### src/rtl/id_issue_ctrl_if.sv
// IF-side and EX-side handshake bundle of the decode/issue stage.
// master is the issue controller, slave is the surrounding pipeline.
interface id_issue_ctrl_if;
    logic        if_valid;
    logic        if_ready;
    logic [31:0] if_inst;
    logic [31:0] if_pc;
    logic        ex_valid;
    logic        ex_ready;
    logic [31:0] ex_inst;
    logic [31:0] ex_pc;
    logic [31:0] ex_imm;
    logic [4:0]  ex_rs1;
    logic [4:0]  ex_rs2;
    logic [4:0]  ex_rd;
    logic        ex_is_load;
    logic        ex_illegal;

    modport master (
        input  if_valid, if_inst, if_pc, ex_ready,
        output if_ready, ex_valid, ex_inst, ex_pc, ex_imm,
        output ex_rs1, ex_rs2, ex_rd, ex_is_load, ex_illegal
    );

    modport slave (
        output if_valid, if_inst, if_pc, ex_ready,
        input  if_ready, ex_valid, ex_inst, ex_pc, ex_imm,
        input  ex_rs1, ex_rs2, ex_rd, ex_is_load, ex_illegal
    );
endinterface

### src/rtl/id_issue_ctrl.sv
// Decode-stage issue controller: one-entry ID slot, immediate generation,
// load-use bubble insertion and EX flush handling.
module id_issue_ctrl #(
    parameter int CNT_W   = 16,
    parameter int ISSUE_W = 32
) (
    input  logic               clk,
    input  logic               rstn,
    input  logic               flush,
    id_issue_ctrl_if.master    bus,
    output logic [CNT_W-1:0]   bubble_cnt,
    output logic [ISSUE_W-1:0] issue_cnt
);
    localparam logic [6:0] OP_LOAD   = 7'b0000011;
    localparam logic [6:0] OP_IMM    = 7'b0010011;
    localparam logic [6:0] OP_JALR   = 7'b1100111;
    localparam logic [6:0] OP_STORE  = 7'b0100011;
    localparam logic [6:0] OP_BRANCH = 7'b1100011;
    localparam logic [6:0] OP_LUI    = 7'b0110111;
    localparam logic [6:0] OP_AUIPC  = 7'b0010111;
    localparam logic [6:0] OP_JAL    = 7'b1101111;
    localparam logic [6:0] OP_REG    = 7'b0110011;

    typedef enum logic [1:0] {EMPTY, FULL, BUBBLE} state_t;

    function automatic logic [31:0] imm_gen(input logic [31:0] i);
        logic [31:0] imm;
        imm = '0;
        unique case (i[6:0])
            OP_LOAD, OP_IMM, OP_JALR:
                imm = {{20{i[31]}}, i[31:20]};
            OP_STORE:
                imm = {{20{i[31]}}, i[31:25], i[11:7]};
            OP_BRANCH:
                imm = {{19{i[31]}}, i[31], i[7], i[30:25], i[11:8], 1'b0};
            OP_LUI, OP_AUIPC:
                imm = {i[31:12], 12'b0};
            OP_JAL:
                imm = {{11{i[31]}}, i[31], i[19:12], i[20], i[30:21], 1'b0};
            default:
                imm = '0;
        endcase
        return imm;
    endfunction

    function automatic logic supported(input logic [6:0] op);
        return op inside {OP_LOAD, OP_IMM, OP_JALR, OP_STORE, OP_BRANCH,
                          OP_LUI, OP_AUIPC, OP_JAL, OP_REG};
    endfunction

    // Hazard only when the instruction actually reads the pending load's rd.
    function automatic logic hazard(input logic [31:0] i,
                                    input logic        pend,
                                    input logic [4:0]  rd);
        logic use1;
        logic use2;
        use1 = supported(i[6:0]) &&
               !(i[6:0] inside {OP_LUI, OP_AUIPC, OP_JAL});
        use2 = i[6:0] inside {OP_STORE, OP_BRANCH, OP_REG};
        return pend && (rd != 5'd0) &&
               ((use1 && i[19:15] == rd) || (use2 && i[24:20] == rd));
    endfunction

    state_t      state_q, state_d;
    logic [31:0] inst_q, pc_q;
    logic        ld_pending_q, ld_pending_d;
    logic [4:0]  ld_rd_q, ld_rd_d;
    logic        fire, load, bump;

    assign bus.ex_valid   = (state_q == FULL) && !flush;
    assign fire           = bus.ex_valid && bus.ex_ready;
    assign bus.if_ready   = rstn && !flush && ((state_q == EMPTY) || fire);
    assign load           = bus.if_valid && bus.if_ready;

    assign bus.ex_inst    = inst_q;
    assign bus.ex_pc      = pc_q;
    assign bus.ex_imm     = imm_gen(inst_q);
    assign bus.ex_rs1     = inst_q[19:15];
    assign bus.ex_rs2     = inst_q[24:20];
    assign bus.ex_rd      = inst_q[11:7];
    assign bus.ex_is_load = (inst_q[6:0] == OP_LOAD);
    assign bus.ex_illegal = (state_q != EMPTY) && !supported(inst_q[6:0]);

    always_comb begin
        state_d      = state_q;
        ld_pending_d = 1'b0;
        ld_rd_d      = ld_rd_q;
        bump         = 1'b0;
        if (fire && bus.ex_is_load && bus.ex_rd != 5'd0) begin
            ld_pending_d = 1'b1;
            ld_rd_d      = bus.ex_rd;
        end
        if (flush) begin
            state_d      = EMPTY;
            ld_pending_d = 1'b0;
        end else if (load) begin
            // Checked against the load issuing in this same cycle.
            state_d = hazard(bus.if_inst, ld_pending_d, ld_rd_d) ? BUBBLE
                                                                  : FULL;
        end else if (state_q == BUBBLE) begin
            state_d = FULL;
            bump    = 1'b1;
        end else if (fire) begin
            state_d = EMPTY;
        end
    end

    always_ff @(posedge clk or negedge rstn) begin
        if (!rstn) begin
            state_q      <= EMPTY;
            inst_q       <= '0;
            pc_q         <= '0;
            ld_pending_q <= 1'b0;
            ld_rd_q      <= '0;
            bubble_cnt   <= '0;
            issue_cnt    <= '0;
        end else begin
            state_q      <= state_d;
            ld_pending_q <= ld_pending_d;
            ld_rd_q      <= ld_rd_d;
            if (load) begin
                inst_q <= bus.if_inst;
                pc_q   <= bus.if_pc;
            end
            if (bump && bubble_cnt != '1)
                bubble_cnt <= bubble_cnt + CNT_W'(1);
            if (fire)
                issue_cnt <= issue_cnt + ISSUE_W'(1);
        end
    end

    // ld_pending_q is kept for visibility; the hazard uses the next value.
    logic unused_ok;
    assign unused_ok = ld_pending_q;
endmodule

### src/flat_wrapper.sv
// flat-port wrapper written by rule: the top's interface ports become plain ports
module id_issue_ctrl_flat 
#(
    parameter int CNT_W   = 16,
    parameter int ISSUE_W = 32
)
  (clk, rstn, flush, bubble_cnt, issue_cnt, bus_if_valid, bus_if_inst, bus_if_pc, bus_ex_ready, bus_if_ready, bus_ex_valid, bus_ex_inst, bus_ex_pc, bus_ex_imm, bus_ex_rs1, bus_ex_rs2, bus_ex_rd, bus_ex_is_load, bus_ex_illegal);
  id_issue_ctrl_if bus_i ();
  input  logic clk;
  input  logic rstn;
  input  logic flush;
  output logic [CNT_W-1:0] bubble_cnt;
  output logic [ISSUE_W-1:0] issue_cnt;
  input wire logic [$bits(bus_i.if_valid)-1:0] bus_if_valid;
  input wire logic [$bits(bus_i.if_inst)-1:0] bus_if_inst;
  input wire logic [$bits(bus_i.if_pc)-1:0] bus_if_pc;
  input wire logic [$bits(bus_i.ex_ready)-1:0] bus_ex_ready;
  output wire logic [$bits(bus_i.if_ready)-1:0] bus_if_ready;
  output wire logic [$bits(bus_i.ex_valid)-1:0] bus_ex_valid;
  output wire logic [$bits(bus_i.ex_inst)-1:0] bus_ex_inst;
  output wire logic [$bits(bus_i.ex_pc)-1:0] bus_ex_pc;
  output wire logic [$bits(bus_i.ex_imm)-1:0] bus_ex_imm;
  output wire logic [$bits(bus_i.ex_rs1)-1:0] bus_ex_rs1;
  output wire logic [$bits(bus_i.ex_rs2)-1:0] bus_ex_rs2;
  output wire logic [$bits(bus_i.ex_rd)-1:0] bus_ex_rd;
  output wire logic [$bits(bus_i.ex_is_load)-1:0] bus_ex_is_load;
  output wire logic [$bits(bus_i.ex_illegal)-1:0] bus_ex_illegal;
  assign bus_i.if_valid = bus_if_valid;
  assign bus_i.if_inst = bus_if_inst;
  assign bus_i.if_pc = bus_if_pc;
  assign bus_i.ex_ready = bus_ex_ready;
  assign bus_if_ready = bus_i.if_ready;
  assign bus_ex_valid = bus_i.ex_valid;
  assign bus_ex_inst = bus_i.ex_inst;
  assign bus_ex_pc = bus_i.ex_pc;
  assign bus_ex_imm = bus_i.ex_imm;
  assign bus_ex_rs1 = bus_i.ex_rs1;
  assign bus_ex_rs2 = bus_i.ex_rs2;
  assign bus_ex_rd = bus_i.ex_rd;
  assign bus_ex_is_load = bus_i.ex_is_load;
  assign bus_ex_illegal = bus_i.ex_illegal;
  id_issue_ctrl #(.CNT_W(CNT_W), .ISSUE_W(ISSUE_W)) u_core (.clk(clk), .rstn(rstn), .flush(flush), .bus(bus_i), .bubble_cnt(bubble_cnt), .issue_cnt(issue_cnt));
endmodule
### config.mk
export PLATFORM = sky130hd
export DESIGN_NAME = id_issue_ctrl_flat
export DESIGN_NICKNAME = d
export VERILOG_FILES = /design/src/rtl/id_issue_ctrl_if.sv /design/src/rtl/id_issue_ctrl.sv /design/src/flat_wrapper.sv
export SDC_FILE = /design/constraint.sdc
export NUM_CORES = 1
export LEC_CHECK = 0
export CAP_MARGIN = 30
export CORE_ASPECT_RATIO = 1.2
export CORE_MARGIN = 8
export CORE_UTILIZATION = 39
export DETAILED_ROUTE_END_ITERATION = 12
export PLACE_DENSITY = 0.73
export SLEW_MARGIN = 0
export SYNTH_ARGS = -nofsm -noshare
export SYNTH_HDL_FRONTEND = slang
export SYNTH_SLANG_ARGS = --single-unit
### constraint.sdc
create_clock -name clk -period 2.55 [get_ports clk]
set_clock_uncertainty 0.1 [all_clocks]
set_input_delay 0.6375 -clock clk [delete_from_list [all_inputs] [get_ports clk]]
set_output_delay 0.6375 -clock clk [all_outputs]
set_load 0.02 [all_outputs]
Word-level counts from Yosys, hierarchy flattened:

Cells that the tools add are included.
Widths: inputs -> output; s select.

* bits in registers: 119
* input bits: 69
* output and inout bits: 163
* logic and storage cells: 72

* add/sub/neg operators: 2
* equality and inequality tests: 23
* muxes and demuxes: 11
* reductions and logical operators: 30

Operators with widths (count)
* $pmux 32 s5: 1
* $eq 7x6->1 const B: 6
* $eq 7x7->1 const B: 6
* $add 32x1->32 const B: 1
* $eq 7x5->1 const B: 4
* $reduce_bool 9->1: 2
* $add 16x1->16 const B: 1
* $ne 16x16->1 const B: 1
* $eq 7x2->1 const B: 2
* $logic_and 1x1->1: 14
* $eq 5x5->1: 2
* $mux 2: 5
* $reduce_bool 5->1: 2
* $reduce_bool 3->1: 2
* $mux 5: 1
* $mux 1: 4
* $reduce_bool 4->1: 1
* $logic_not 1->1: 3
* $reduce_or 3->1: 1
* $eq 2x1->1 const B: 1
* $eq 2x2->1 const B: 1
* $logic_not 2->1: 1
* $logic_or 1x1->1: 2
* $reduce_bool 2->1: 1
* $reduce_or 2->1: 1

Longest topological paths before layout:

Gate-level depths: netlist of run 1.

* word-level depth: 13
* depth in mapped cells: 8
* mapped depth without buffers: 7

Worst setup path after synthesis of run 1:

No wires, ideal clock.

* kind: register to output
* start point: reg u_core.inst_q[2], in the netlist u_core.bus.ex_inst[2]
* end point: out bus_ex_imm[20]
* arrival time: 2136 ps
* data required time: 1812 ps
* setup slack: -324 ps
* cell stages (with the launch flop): 9
* path buffers: 3
* path through: dfrtp_1 buf_2 or4_1 a21oi_1 or2_1 buf_2 and2_1 buf_4 a21o_1

* longest elaborated chain between the ends: 3
* elaborated cells on any way between the ends: 11
* classes of those cells: eq/ne (8); mux (1); reduce/logical (2)

Ends and longest elaborated chain
* start: declaration: line id_issue_ctrl.sv:65 `logic [31:0] inst_q, pc_q;`
* start signal: assignment: line id_issue_ctrl.sv:122 `inst_q <= bus.if_inst;`
* $eq 7x7->1, or another cell as far along: line id_issue_ctrl.sv:29 `unique case (i[6:0])`
* $reduce_or 3->1 / $reduce_or 2->1 (equally long branches): line id_issue_ctrl.sv:29
* $pmux 32 s5 (*): line id_issue_ctrl.sv:29
* end: declaration: line flat_wrapper.sv:22 `output wire logic [$bits(bus_i.ex_imm)-1:0] bus_ex_imm;`

Every way passes the cells marked *; elsewhere a longest branch is shown, timed or not.

Worst setup path after layout of run 1:

* start point: reg u_core.inst_q[3], in the netlist u_core.bus.ex_inst[3]
* end point: out bus_ex_imm[31]

The elaborated chain is that of the path after synthesis.

==> summary.md, run 1 <==
| Metric | Value |
|---|---|
| Status | `finished, violations left` |
| Failing checks | `setup timing` |
| FF-to-FF path depth | `13` |
| Die area | `18900 µm²` |
| Post-synth ARST share | `100%` |
| GRT Util Overall | `19.8%` |
| Area leader, netlist | `dfrtp_1` |
| Synthesized Nets | `575` |
| Detailed Place HPWL | `14400 µm` |
| Largest cells by area after synthesis | `dfrtp_1 52%, mux2_2 12%, xnor2_1 4.6%, nand2_1 2.9%, xor2_1 2.7%` |
| DR vias/cell | `5.13` |
| DR vias | `5010` |
| WP data arrival | `2.09 ns` |
| Critical path endpoint category | `output pin` |
| Fill count | `1149` |
| Rows | `48` |
| CTS sink cnt | `119` |
| Final total power | `6.60 mW` |
| Post-synth EDFFs | `0` |
| Post-Synthesis Cells | `504` |
| Int Power | `4.51 mW` |
| Netlist cell types | `55` |
| Initial core utilization | `39.8%` |
| Fin worst setup slack | `-0.276 ns` |
| Reg-to-reg endpoint | `u_core.state_q[0]` |
| Largest net degree at the start of global routing | `120` |
| Die Width | `127 µm` |
| Area Overhead vs Synth | `63.5%` |
| Residual DRC count | `0` |
| CTS Hold Bufs | `0` |
| Synthesized area | `5730 µm²` |
| #FFs+latches synth | `119` |
| Worst Setup SP | `u_core.bus.ex_inst[3]` |
| Post-synth top area share | `51.9%` |
| Tmin final | `2.83 ns` |
| Worst-margin pin slew | `0.630 ns` |
| Antenna violations before repair | `0` |
| Critical path data required time | `1.81 ns` |
| Kind of critical path | `reg2out` |
| CTS buffer count | `17` |
| Final hold viol count | `0` |
| Combinational Power Share | `29.6%` |
| PortBufs | `231` |
| CP Launch Type | `flip-flop` |
| Maximum vdd drop | `0.540 mV` |
| Setup violations, final | `35` |
| First-pass iteration count of the detailed router | `5` |
| Layout net count | `859` |
| Final wirelength | `18600 µm` |
| P_sw | `2.09 mW` |
| Core area | `14400 µm²` |
| Root Driver | `clkbuf_16` |
| Clock transition at the registers of the reported paths | `0.06 ns` |
| Sequential share of power | `36.0%` |
| Fin crit share | `111%` |
| Final GP Congestion | `0.908` |
| Fin. max-slew vios | `0` |
| Sequential area share after synthesis | `51.9%` |
| Sw Share | `31.7%` |
| Hold Path Class | `in2async` |
| CP endpoint | `bus_ex_imm[31]` |
| Avg WL per Cell | `19.1 µm` |
| Crit Path Max Fanout | `8` |
| H-tree depth | `4` |
| Clock buffer depth | `2` |
| Die height | `149 µm` |
| Synth Flop Type | `dfrtp_1` |
| Final setup TNS | `-7.37 ns` |
| YS warnings | `0` |
| First-pass GRT wire length | `29500 µm` |
| Max frequency | `354 MHz` |
| Layout cells sized above 1 | `28.3%` |
| Vias in the first global route | `5427` |
| Clk Latency, worst-skew pair | `0.41 ns` |
| Rel. slew slack | `58.0%` |
| Antenna Nets Post-Route | `0` |
| MaxCap Viol Count | `0` |
| GRT overflow | `0` |
| I/O pins | `232` |
| TritonCTS clock tree | `built` |
| PD cells | `704 nW/µm²` |
| Reg2reg start | `u_core.bus.ex_inst[3]` |
| Ant diodes | `0` |
| R2r setup slk | `-0.09 ns` |
| RSZ-0062 raised after global routing | `true` |
| Leakage | `4.24 nW` |
| Syn Area/Cell | `11.4 µm²` |
| DRT iter0 DRCs | `354` |
| Clock power frac | `34.4%` |
-- timing repair --
| item | in CTS | in global routing |
|---|---|---|
| gates cloned | 1 | 0 |
| pin swaps | 2 | 2 |
| endpoints found under the setup margin | 36 | 37 |
| buffers inserted | 4 | 2 |
| resized for setup | 206 | 9 |
| endpoints found under the hold margin | 0 | 0 |
-- worst max-delay path, cell delays in order (launching register included) --
cell and delay (ns):
dfrtp_1 0.38, or4_4 0.55, a21oi_4 0.14, or2_4 0.16, buf_4 0.15, o21a_1 0.15
buf_4 0.15
-- final cells by class --
| class | instances | area (µm²) | share of cell area, % |
|---|---|---|---|
| repair buffers | 293 | 2840 | 30.3 |
| clock inverters | 14 | 129 | 1.37 |
| clock buffers | 18 | 439 | 4.68 |
| well taps | 175 | 219 | 2.34 |
| multi-input cells | 339 | 2700 | 28.8 |
| inverters | 18 | 67.6 | 0.721 |
| flip-flops and latches | 119 | 2980 | 31.8 |
-- through the flow --
| stage | instances | hold WS, ns | setup WS, ns | instance area, µm² | util (%) |
|---|---|---|---|---|---|
| 2_1_floorplan | 504 | 0.242 | -0.0885 | 5860 | - |
| 3_3_place_gp | 937 | 0.364 | -0.362 | 8690 | 60.3 |
| 3_5_place_dp | 937 | 0.363 | -0.405 | 8690 | 60.3 |
| 4_1_cts | 974 | 0.302 | -0.301 | 9320 | 64.7 |
| 5_1_grt | 976 | 0.297 | -0.340 | 9380 | 65.0 |
| 6_report | 976 | 0.272 | -0.276 | 9380 | 65.0 |
-- per-layer routing --
metal / vias to the layer above / part of all wire, % / track usage (%)
li1: 2338 / - / -
met3: 21 / 8.7 / 7.94
met2: 181 / 51 / 33.7
met1: 2470 / 39 / 22.1
met4: 0 / 1.6 / 6.85
met5: - / 0 / 0
-- worst min-delay path by stage --
stage | from | end | slack (ns) | cells after the start
after floorplan | rstn | u_core.bubble_cnt[0] | 0.24 | 0
after global placement | u_core.issue_cnt[31] | u_core.issue_cnt[31] | 0.36 | 1
after detailed placement | u_core.issue_cnt[31] | u_core.issue_cnt[31] | 0.36 | 1
after CTS | rstn | u_core.bus.ex_inst[12] | 0.30 | 2
after global routing | rstn | u_core.bus.ex_inst[18] | 0.30 | 2
final | rstn | u_core.bus.ex_inst[18] | 0.27 | 2
-- registers in the layout, indices dropped and copies added (netlist names) --
register and flops:
u_core.ld_rd_q 5, u_core.issue_cnt 32, u_core.state_q 2, u_core.bus.ex_inst 32
u_core.bus.ex_pc 32, u_core.bubble_cnt 16
-- kinds of logic (layout without fill, tap and decap cells) --
family / count (synthesis) / after routing / share of synthesized area (%)
flops: 119 / 119 / 51.9
compound gates: 68 / 68 / 8.82
fa+ha+maj: 2 / 2 / 0.436
buf+inv: 47 / 343 / 4.39
simple gates: 160 / 161 / 15.3
mux: 60 / 60 / 11.8
xor+xnor: 48 / 48 / 7.33
-- cell usage after synthesis (2+ instances only) --
master	instances
a31oi_1	2
nor4_1	3
mux2_2	59
ha_1	2
nand2_1	44
and2_1	10
nor2_1	18
xnor2_1	30
nand4_1	12
o2111ai_1	3
buf_4	17
xor2_1	18
buf_2	3
a21oi_1	5
a211oi_1	3
or4_1	3
a21o_1	19
a22o_1	6
o21a_1	2
nand3_1	22
clkbuf_1	8
inv_1	18
nor3_1	7
and4_1	4
dfrtp_1	119
a22oi_1	3
o32ai_1	2
o21ai_0	10
o31a_1	3
nand2b_1	14
and3_1	11
-- power groups by stage --
stage	Sequential, mW	Clock (mW)	Combinational (mW)
global route	2.41	2.39	2.07
global placement	2.39	0	1.90
floorplan	2.67	0	0.626
finish	2.38	2.27	1.95
CTS	2.38	2.32	1.96
detailed placement	2.41	0	1.93
-- layout by cell type (no fill, tap or decap), drive strengths merged, types with 4 or more instances in the layout --
| cell | netlist | layout |
|---|---|---|
| a21o | 19 | 19 |
| a21oi | 5 | 5 |
| a22o | 6 | 6 |
| and2 | 10 | 11 |
| and3 | 11 | 11 |
| and4 | 4 | 4 |
| buf | 21 | 97 |
| clkbuf | 8 | 19 |
| clkdlybuf4s50 | 0 | 194 |
| clkinv | 0 | 6 |
| clkinvlp | 0 | 6 |
| dfrtp | 119 | 119 |
| inv | 18 | 19 |
| mux2 | 59 | 59 |
| nand2 | 45 | 45 |
| nand2b | 14 | 14 |
| nand3 | 22 | 22 |
| nand4 | 12 | 12 |
| nor2 | 18 | 18 |
| nor3 | 8 | 8 |
| nor4 | 4 | 4 |
| o21ai | 10 | 10 |
| xnor2 | 30 | 30 |
| xor2 | 18 | 18 |
(Power assumes the default switching activity.)
==> run 2, diff against run 1 <==
--- a/config.mk
+++ b/config.mk
@@ -7,7 +7,6 @@
 export LEC_CHECK = 0
 export CAP_MARGIN = 30
 export CORE_ASPECT_RATIO = 1.2
-export CORE_MARGIN = 8
 export CORE_UTILIZATION = 39
 export DETAILED_ROUTE_END_ITERATION = 12
 export PLACE_DENSITY = 0.73
==> run 2 against run 1 <==
  * The run still ends with setup timing left
  * Cell count grew 0.41%
  * Flip-flop and latch count is the same
  * First-iteration DRC count shrank 45%
  * Wire length shrank 8.3%
  * Worst setup slack gained 0.012 ns
  * Combinational power is essentially flat
  * Via count grew 1.4%
  * Non-clock buffer count grew 6
  * Total power grew 0.67%
==> summary.md, run 2 (synthesized netlist as in run 1, its figures left out) <==
| Metric | Value |
|---|---|
| Status | `finished, violations left (unchanged)` |
| Core area | `14400 µm² (about the same)` |
| Hold Slack | `0.244 ns (was 0.272 ns)` |
| WP data arrival | `2.08 ns (was 2.09 ns)` |
| Root Driver | `clkbuf_16 (unchanged)` |
| Worst-margin pin slew | `0.676 ns (was 0.630 ns)` |
| TritonCTS clock tree | `built (unchanged)` |
| Rel. slew slack | `54.9% (was 58.0%)` |
| CP Launch Type | `flip-flop (unchanged)` |
| Setup violations, final | `34 (was 35)` |
| Crit-path slowest cell | `or4_4 (unchanged)` |
| DR vias/cell | `5.18 (was 5.13)` |
| Detailed Place HPWL | `12700 µm (was 14400 µm)` |
| Critical path data required time | `1.81 ns (about the same)` |
| Die height | `135 µm (was 149 µm)` |
| Die area | `15200 µm² (was 18900 µm²)` |
| Critical path endpoint category | `output pin (unchanged)` |
| CTS buffer count | `17 (unchanged)` |
| Leakage | `4.30 nW (was 4.24 nW)` |
| CTS sink cnt | `119 (unchanged)` |
| Antenna violations before repair | `0 (unchanged)` |
| Crit Path Max Fanout | `6 (was 8)` |
| Failing checks | `setup timing (unchanged)` |
| Layout cells sized above 1 | `29.3% (was 28.3%)` |
| Clock transition at the registers of the reported paths | `0.05 ns (was 0.06 ns)` |
| Residual DRC count | `0 (unchanged)` |
| CP Depth | `6 (unchanged)` |
| GRT overflow | `0 (unchanged)` |
| Area Overhead vs Synth | `65.4% (was 63.5%)` |
| First-pass GRT wire length | `26800 µm (was 29500 µm)` |
| Final GP Congestion | `0.844 (was 0.908)` |
| Clk Latency, worst-skew pair | `0.41 ns (about the same)` |
| Ant diodes | `0 (unchanged)` |
| Die Width | `113 µm (was 127 µm)` |
| Hold Path Class | `in2async (unchanged)` |
| CTS Hold Bufs | `0 (unchanged)` |
| I/O pins | `232 (unchanged)` |
| Maximum vdd drop | `0.491 mV (was 0.540 mV)` |
| Fin worst setup slack | `-0.263 ns (was -0.276 ns)` |
| FF-to-FF path depth | `8 (was 13)` |
| Clock buffer depth | `2 (unchanged)` |
| First-pass iteration count of the detailed router | `5 (unchanged)` |
| Fin crit share | `110% (was 111%)` |
| Crit-path cells | `or4_4 > a21oi_4 > or2_4 > and2_4 > a21o_1 > buf_6 (was or4_4 > a21oi_4 > or2_4 > buf_4 > o21a_1 > buf_4)` |
| PortBufs | `231 (unchanged)` |
| DR vias | `5080 (was 5010)` |
| Most common cell after layout, fill and taps aside | `clkdlybuf4s50_1 (unchanged)` |
| GRT Util Overall | `23.0% (was 19.8%)` |
| Most frequent cells in the layout | `193 x clkdlybuf4s50_1, 118 x dfrtp_1, 74 x buf_4 (was 194 x clkdlybuf4s50_1, 118 x dfrtp_1, 69 x buf_4)` |
| H-tree depth | `4 (unchanged)` |
| Initial core utilization | `39.9% (was 39.8%)` |
| Fin. max-slew vios | `0 (unchanged)` |
| Vias in the first global route | `5192 (was 5427)` |
| Worst path max stage delay | `0.52 ns (was 0.55 ns)` |
| CP bufs+invs | `1 (was 2)` |
| DRT iter0 DRCs | `193 (was 354)` |
| Antenna Nets Post-Route | `0 (unchanged)` |
| Max frequency | `355 MHz (was 354 MHz)` |
| Final wirelength | `17100 µm (was 18600 µm)` |
| Cell family with most CP delay | `simple AND/OR/NAND/NOR gates (unchanged)` |
| MaxCap Viol Count | `0 (unchanged)` |
| RSZ-0062 raised after global routing | `true (unchanged)` |
| Largest net degree at the start of global routing | `120 (unchanged)` |
| Tmin final | `2.81 ns (was 2.83 ns)` |
| Fin util | `66.0% (was 65.0%)` |
| Avg WL per Cell | `17.4 µm (was 19.1 µm)` |
| Final hold viol count | `0 (unchanged)` |
| PD cells | `701 nW/µm² (was 704 nW/µm²)` |
| Rows | `48 (unchanged)` |
| Kind of critical path | `reg2out (unchanged)` |
| Layout net count | `865 (was 859)` |
run 2: cell count changes in the layout (fill, tap and decap cells not counted), sizes merged:
| cell | previous run | this run |
|---|---|---|
| buf | 97 | 104 |
| clkinvlp | 6 | 2 |
| clkbuf | 19 | 22 |
| clkinv | 6 | 4 |
| bufinv | 1 | 2 |
| clkdlybuf4s15 | 0 | 1 |
| clkdlybuf4s50 | 194 | 193 |
| dlygate4sd2 | 1 | 0 |
| dlymetal6s2s | 0 | 1 |
| inv | 19 | 18 |
run 2: timing repair:
item / 4_1_cts / 5_1_grt
buffers inserted: 4 / 2
pin swaps: 4 / 6
setup endpoints to repair: 38 / 40
gates resized for setup: 209 / 18
gates cloned: 1 / 0
run 2: final timing paths:
check,from,slack (ns),end
setup / recovery,u_core.bus.ex_inst[2],-0.26,bus_ex_imm[28]
hold / removal,rstn,0.24,u_core.issue_cnt[31]
setup reg to reg,u_core.bus.ex_inst[6],0.02,u_core.state_q[0]
hold reg to reg,u_core.issue_cnt[13],0.39,u_core.issue_cnt[13]
max in group asynchronous,rstn,1.56,u_core.bus.ex_pc[30]
min in group clk,u_core.issue_cnt[13],0.39,u_core.issue_cnt[13]
run 2: per-layer routing:
layer	up-vias	wire, µm	global-route usage [%]
met1	2526	6580	25.4
met5	-	0	0
li1	2340	-	-
met4	0	338	9.04
met3	24	1250	8.26
met2	190	8900	40.4
run 2: area by class of cell:
cell class              instances  area [µm²]
clock buffers                  22         474
clock inverters                 8        98.8
multi-input cells             339        2750
flip-flops and latches        119        2980
inverters                      18        70.1
repair buffers                299        2890
well taps                     175         219
fillers                      1133        4870
run 2: stage by stage:
step / instances / setup WS, ns / TNS, ns / power [mW] / cell area [µm²]
after CTS: 978 / -0.284 / -7.55 / 6.69 / 9410
after global placement: 943 / -0.364 / -12.21 / 4.26 / 8740
after floorplan: 504 / -0.0885 / -0.897 / 3.29 / 5860
final: 980 / -0.263 / -6.73 / 6.64 / 9480
after detailed placement: 943 / -0.414 / -14.31 / 4.31 / 8740
after global routing: 980 / -0.338 / -9.43 / 6.93 / 9480
run 2: report_power, final:
part	switching, mW	internal (mW)
Combinational	0.918	1.02
Clock	0.815	1.50
Sequential	0.255	2.13
